[config.mk]
export PLATFORM = sky130hd
export DESIGN_NAME = pipe_dest_tracker_flat
export DESIGN_NICKNAME = d
export VERILOG_FILES = /design/src/rtl/pipe_dest_tracker_if.sv /design/src/rtl/pipe_dest_tracker.sv /design/src/flat_wrapper.sv
export SDC_FILE = /design/constraint.sdc
export NUM_CORES = 1
export LEC_CHECK = 0
export BUFFER_PORTS_ARGS = -buffer_cell sky130_fd_sc_hd__buf_2
export CAP_MARGIN = 40
export CORE_ASPECT_RATIO = 0.7
export CORE_MARGIN = 1.5
export CORE_UTILIZATION = 50
export DETAILED_ROUTE_END_ITERATION = 16
export GPL_TIMING_DRIVEN = 0
export PLACE_DENSITY_LB_ADDON = 0.25
export SYNTH_ARGS = -nofsm -noshare
export SYNTH_HDL_FRONTEND = slang
export SYNTH_SLANG_ARGS = --single-unit
[constraint.sdc]
create_clock -name clk -period 2.2 [get_ports clk]
set_clock_uncertainty 0.05 [all_clocks]
set_input_delay 0.11 -clock clk [delete_from_list [all_inputs] [get_ports clk]]
set_output_delay 0.11 -clock clk [all_outputs]
set_load 0.02 [all_outputs]
[src/rtl/pipe_dest_tracker_if.sv]
// pipe_dest_tracker_if: groups the ID-stage issue inputs, the hazard-unit
// controls and the per-stage destination-tag outputs of pipe_dest_tracker.
// master = pipeline/hazard side driving ID fields, slave = the tracker itself.
interface pipe_dest_tracker_if #(
  parameter int CNT_W = 16
);
  // ID-stage instruction and hazard-unit controls
  logic             id_valid;
  logic [2:0]       id_rd;
  logic             id_regwrite;
  logic             id_memread;
  logic             stall;
  logic             redirect;
  // Per-stage tags and status
  logic [2:0]       IDEX_rd;
  logic [2:0]       EXMEM_rd;
  logic [2:0]       MEMWB_rd;
  logic [2:0]       WB_rd;
  logic             IDEX_MemRead;
  logic             EXMEM_RegWrite;
  logic             MEMWB_RegWrite;
  logic             WB_RegWrite;
  logic             pipe_empty;
  logic [CNT_W-1:0] retire_count;
  logic [CNT_W-1:0] stall_count;

  modport master (
    output id_valid, id_rd, id_regwrite, id_memread, stall, redirect,
    input  IDEX_rd, EXMEM_rd, MEMWB_rd, WB_rd, IDEX_MemRead,
           EXMEM_RegWrite, MEMWB_RegWrite, WB_RegWrite, pipe_empty,
           retire_count, stall_count
  );

  modport slave (
    input  id_valid, id_rd, id_regwrite, id_memread, stall, redirect,
    output IDEX_rd, EXMEM_rd, MEMWB_rd, WB_rd, IDEX_MemRead,
           EXMEM_RegWrite, MEMWB_RegWrite, WB_RegWrite, pipe_empty,
           retire_count, stall_count
  );
endinterface

[src/rtl/pipe_dest_tracker.sv]
// pipe_dest_tracker: four-stage (IDEX/EXMEM/MEMWB/WB) destination-tag pipeline
// feeding the hazard/forwarding unit; applies load-use bubbles and redirect kills.
// Latency 1..4 cycles ID->stage; never back-pressures, only IDEX takes bubbles.
// Ports: clk, reset_n (async active-low), bus (slave modport): ID fields,
// stall, redirect in; stage tags, write/read flags, pipe_empty, counters out.
module pipe_dest_tracker #(
  parameter int CNT_W = 16
) (
  input  logic               clk,
  input  logic               reset_n,
  pipe_dest_tracker_if.slave bus
);

  typedef struct packed {
    logic       vld;
    logic [2:0] rd;
    logic       regwrite;
  } tag_t;

  // The load flag only matters while the entry sits in IDEX (that is where
  // the hazard unit looks for load-use), so later stages do not carry it.
  tag_t             r_idex;
  logic             r_idex_memread;
  tag_t             r_exmem;
  tag_t             r_memwb;
  tag_t             r_wb;
  logic [CNT_W-1:0] r_retire_cnt;
  logic [CNT_W-1:0] r_stall_cnt;

  tag_t             w_id_tag;
  logic             w_idex_kill;
  logic             w_stall_cnt_en;

  assign w_id_tag       = '{vld: bus.id_valid, rd: bus.id_rd, regwrite: bus.id_regwrite};
  // Redirect and stall both refuse the ID instruction; redirect wins for counting.
  assign w_idex_kill    = bus.redirect | bus.stall;
  assign w_stall_cnt_en = bus.stall & ~bus.redirect;

  always_ff @(posedge clk or negedge reset_n) begin
    if (!reset_n) begin
      r_idex         <= '0;
      r_idex_memread <= 1'b0;
      r_exmem        <= '0;
      r_memwb        <= '0;
      r_wb           <= '0;
      r_retire_cnt   <= '0;
      r_stall_cnt    <= '0;
    end else begin
      r_idex         <= w_idex_kill ? '0 : w_id_tag;
      r_idex_memread <= w_idex_kill ? 1'b0 : bus.id_memread;
      // On redirect the instruction in IDEX is younger than the branch and dies.
      r_exmem        <= bus.redirect ? '0 : r_idex;
      r_memwb        <= r_exmem;
      r_wb           <= r_memwb;

      if (r_wb.vld && (r_retire_cnt != '1)) begin
        r_retire_cnt <= r_retire_cnt + CNT_W'(1);
      end
      if (w_stall_cnt_en && (r_stall_cnt != '1)) begin
        r_stall_cnt <= r_stall_cnt + CNT_W'(1);
      end
    end
  end

  assign bus.IDEX_rd        = r_idex.vld  ? r_idex.rd  : 3'b000;
  assign bus.EXMEM_rd       = r_exmem.vld ? r_exmem.rd : 3'b000;
  assign bus.MEMWB_rd       = r_memwb.vld ? r_memwb.rd : 3'b000;
  assign bus.WB_rd          = r_wb.vld    ? r_wb.rd    : 3'b000;
  assign bus.IDEX_MemRead   = r_idex.vld  & r_idex_memread;
  assign bus.EXMEM_RegWrite = r_exmem.vld & r_exmem.regwrite;
  assign bus.MEMWB_RegWrite = r_memwb.vld & r_memwb.regwrite;
  assign bus.WB_RegWrite    = r_wb.vld    & r_wb.regwrite;
  assign bus.pipe_empty     = ~(r_idex.vld | r_exmem.vld | r_memwb.vld | r_wb.vld);
  assign bus.retire_count   = r_retire_cnt;
  assign bus.stall_count    = r_stall_cnt;

endmodule

[src/flat_wrapper.sv]
// flat-port wrapper written by rule: the top's interface ports become plain ports
module pipe_dest_tracker_flat 
#(
  parameter int CNT_W = 16
)
  (clk, reset_n, bus_id_valid, bus_id_rd, bus_id_regwrite, bus_id_memread, bus_stall, bus_redirect, bus_IDEX_rd, bus_EXMEM_rd, bus_MEMWB_rd, bus_WB_rd, bus_IDEX_MemRead, bus_EXMEM_RegWrite, bus_MEMWB_RegWrite, bus_WB_RegWrite, bus_pipe_empty, bus_retire_count, bus_stall_count);
  pipe_dest_tracker_if #(.CNT_W(CNT_W)) bus_i ();
  input  logic clk;
  input  logic reset_n;
  input wire logic [$bits(bus_i.id_valid)-1:0] bus_id_valid;
  input wire logic [$bits(bus_i.id_rd)-1:0] bus_id_rd;
  input wire logic [$bits(bus_i.id_regwrite)-1:0] bus_id_regwrite;
  input wire logic [$bits(bus_i.id_memread)-1:0] bus_id_memread;
  input wire logic [$bits(bus_i.stall)-1:0] bus_stall;
  input wire logic [$bits(bus_i.redirect)-1:0] bus_redirect;
  output wire logic [$bits(bus_i.IDEX_rd)-1:0] bus_IDEX_rd;
  output wire logic [$bits(bus_i.EXMEM_rd)-1:0] bus_EXMEM_rd;
  output wire logic [$bits(bus_i.MEMWB_rd)-1:0] bus_MEMWB_rd;
  output wire logic [$bits(bus_i.WB_rd)-1:0] bus_WB_rd;
  output wire logic [$bits(bus_i.IDEX_MemRead)-1:0] bus_IDEX_MemRead;
  output wire logic [$bits(bus_i.EXMEM_RegWrite)-1:0] bus_EXMEM_RegWrite;
  output wire logic [$bits(bus_i.MEMWB_RegWrite)-1:0] bus_MEMWB_RegWrite;
  output wire logic [$bits(bus_i.WB_RegWrite)-1:0] bus_WB_RegWrite;
  output wire logic [$bits(bus_i.pipe_empty)-1:0] bus_pipe_empty;
  output wire logic [$bits(bus_i.retire_count)-1:0] bus_retire_count;
  output wire logic [$bits(bus_i.stall_count)-1:0] bus_stall_count;
  assign bus_i.id_valid = bus_id_valid;
  assign bus_i.id_rd = bus_id_rd;
  assign bus_i.id_regwrite = bus_id_regwrite;
  assign bus_i.id_memread = bus_id_memread;
  assign bus_i.stall = bus_stall;
  assign bus_i.redirect = bus_redirect;
  assign bus_IDEX_rd = bus_i.IDEX_rd;
  assign bus_EXMEM_rd = bus_i.EXMEM_rd;
  assign bus_MEMWB_rd = bus_i.MEMWB_rd;
  assign bus_WB_rd = bus_i.WB_rd;
  assign bus_IDEX_MemRead = bus_i.IDEX_MemRead;
  assign bus_EXMEM_RegWrite = bus_i.EXMEM_RegWrite;
  assign bus_MEMWB_RegWrite = bus_i.MEMWB_RegWrite;
  assign bus_WB_RegWrite = bus_i.WB_RegWrite;
  assign bus_pipe_empty = bus_i.pipe_empty;
  assign bus_retire_count = bus_i.retire_count;
  assign bus_stall_count = bus_i.stall_count;
  pipe_dest_tracker #(.CNT_W(CNT_W)) u_core (.clk(clk), .reset_n(reset_n), .bus(bus_i));
endmodule
==> flow_summary.toml <==
[route]
dr.pass1.iters = 4
wl_um = 4364
drc_errors = 0
post_drt_wl_per_cell_um = 13.07
vias_per_cell = 5.153
vias = 1721
ant_nets = 0
drt_iter0_drc = 125

[critical_path]
crit_arrival_ns = 2.16
path_class = "flip-flop to flip-flop"
slowest_delay_ns = 0.47
path_max_fanout = 6
crit_chain = "ha_1 > nand4_1 > nor4_4 > nand2b_1 > mux2_2"
worstPathRequired_ns = 2.35
crit_path_start_kind = "flip-flop"
slowest_stage = "nor4_4"
endpoint_kind = "flip-flop"

[logic_synthesis]
synthCells = 204
syn_area_per_cell_um2 = 11.41
synth_seq_cells = 53
syn-num-nets = 216
yosys_warnings = 0
synth_cell_types = 34
netlist_area_mm2 = 0.002327
ys_seq_area_frac = 0.5699

[layout]
final_common_cell = "buf_2"
fill_cells = 341
final_cell_count_no_fill = 334
drive_gt1_frac = 0.2796
area_growth_pct = 24.89
antenna_cells = 0
final_util = 0.6599
fin_nets = 290
layout_common_cells = "buf_2, dfrtp_1, and2_1"

[hold_path]
hold_class = "primary input to flip-flop"

[sta]
holdWs_ns = 0.1449
worst_pin_slew_ns = 0.4352
slew_headroom = 0.7077
hold_viol = 0
clock.fmax_mhz = 497.4
rsz0062_at_grt = "false"
final_max_slew_viol_count = 0
min_period_over_period = 0.9138
layout_min_cycle_time_ns = 2.010
setup_viol = 0
fin_setup_tns_ns = 0

[cts]
clockRootBuffer = "clkbuf_8"
insertion_delay_ns = 0.30
cts_tree = "done"
cts.sinks = 53
clk_pin_slew_worst_paths_ns = 0.09
clock_path_buffers = 2
post_cts_buffers = 0
cts_inserted_buffers = 5
h-tree-depth = 2
ctsResizeCount = 0

[place]
gp_congestion = 0.8567
port_buffers = 58
dp.cells = 318
post-dp-hpwl_um = 3060

[global_route]
grt_max_degree = 40
grt_pass1_vias = 1564
grt.overflow.total = 0
antenna_found_initial = 0
track_usage = 0.1872
grt_pass1_wl_um = 7376

[run_status]
status = "finished clean"

[pwr]
peakVddDrop_uv = 458.5
powerDensity_mw_per_mm2 = 784.5
p_leak_nw = 1.544
power_w = 0.002280

[floorplan]
num_rows = 20
start_util = 0.5284
core_area_mm2 = 0.004404
die-area_mm2 = 0.005079
die_x_um = 84.54
die_h_um = 60.08
pin_count = 59

[run]
maxCapViolations = 0
[worst max-delay path: cells and delay by family (launching register included)]
family / cells / cell delay, ns
and+or+nand+nor: 3 / 0.86
DFF: 1 / 0.42
muxes: 1 / 0.34
adders and majority gates: 1 / 0.24
[synth_stat cells, drive strengths merged]
library cell	count	area [µm²]
nor4b	1	8.760
and2	22	137.6
nand2b	2	12.51
nand3	7	35.03
or3	1	11.26
nor3b	1	7.510
nor2	12	45.04
and3	3	18.77
buf	1	7.510
nand4	9	71.32
or2	1	6.260
nor4	8	80.08
a41oi	2	17.52
nand2	14	52.55
inv	6	22.52
ha	2	25.02
and4b	1	10.01
a31oi	2	12.51
xor2	16	140.1
a21oi	5	25.02
nor3	9	45.04
nor2b	5	31.28
dfrtp	53	1326
xnor2	4	35.03
a211oi	2	15.01
nand4bb	1	11.26
o21ai	3	15.01
clkbuf	2	7.510
mux2i	1	10.01
mux2	6	67.56
nand3b	1	7.510
and4	1	8.760
[registers in the layout, summed over array words and instances, names as in the netlist]
signal                   cells
u_core.r_wb                  5
u_core.bus.retire_count     16
u_core.r_memwb               5
u_core.r_idex_memread        1
u_core.bus.stall_count      16
u_core.r_exmem               5
u_core.r_idex                5
[metrics by stage]
stage	worst slack (ns)	cell area, µm²
after floorplan	0.2379	2327
after global placement	0.2234	2686
after detailed placement	0.2257	2706
after CTS	0.2078	2907
after global routing	0.03989	2907
final	0.1896	2907
[final timing paths]
path,start,to,slack [ns],depth (start not counted)
worst max-delay path,u_core.bus.retire_count[0],u_core.bus.retire_count[1],0.19,5
worst min-delay path,bus_stall,u_core.bus.stall_count[2],0.14,3
worst max register to register,u_core.bus.retire_count[0],u_core.bus.retire_count[1],0.19,5
worst min register to register,u_core.r_exmem[2],u_core.r_memwb[2],0.32,0
max in group asynchronous,reset_n,u_core.bus.stall_count[14],1.39,3
min in group asynchronous,reset_n,u_core.r_idex[2],0.21,2
[logic make-up (layout without fill, tap and decap cells)]
logic type                 after synthesis  after routing  synth area share
and+or+nand+nor                         99             99            0.2581
AOI/OAI and AO/OA                       14             14           0.03655
buffers and inverters                    9             84           0.01613
muxes                                    7              7           0.03333
DFF                                     53             53            0.5699
xor gates and xnor gates                20             20           0.07527
adders and majority gates                2              2           0.01075
[per-layer routing]
layer,up-vias,part of all wire,global-route usage
li1,864,-,-
met1,809,0.51,0.2711
met2,44,0.44,0.2744
met3,4,0.049,0.06215
met4,0,0.0082,0.04608
met5,-,0,0
[final cells by class]
class                           count  area, µm²  share of cell area
Inverter                            6      22.52            0.007749
Clock inverter                      2      37.54             0.01291
Sequential cell                    53       1326              0.4563
Buffer                              3      15.01            0.005166
Multi-Input combinational cell    142      963.4              0.3315
Tap cell                           55      68.82             0.02368
Timing Repair Buffer               67      390.4              0.1343
Clock buffer                        6      82.58             0.02841
[what timing repair did]
action                                 in CTS  in global routing
setup endpoints to repair                   0                  0
hold buffers                                8                  0
endpoints found under the hold margin      62                  0
[power by group]
part           internal, W  switching [W]
clock network     0.000370       0.000318
registers          0.00106       0.000114
logic             0.000167       0.000249
total              0.00160       0.000680
No activity file was read; power rests on OpenSTA's default activity.
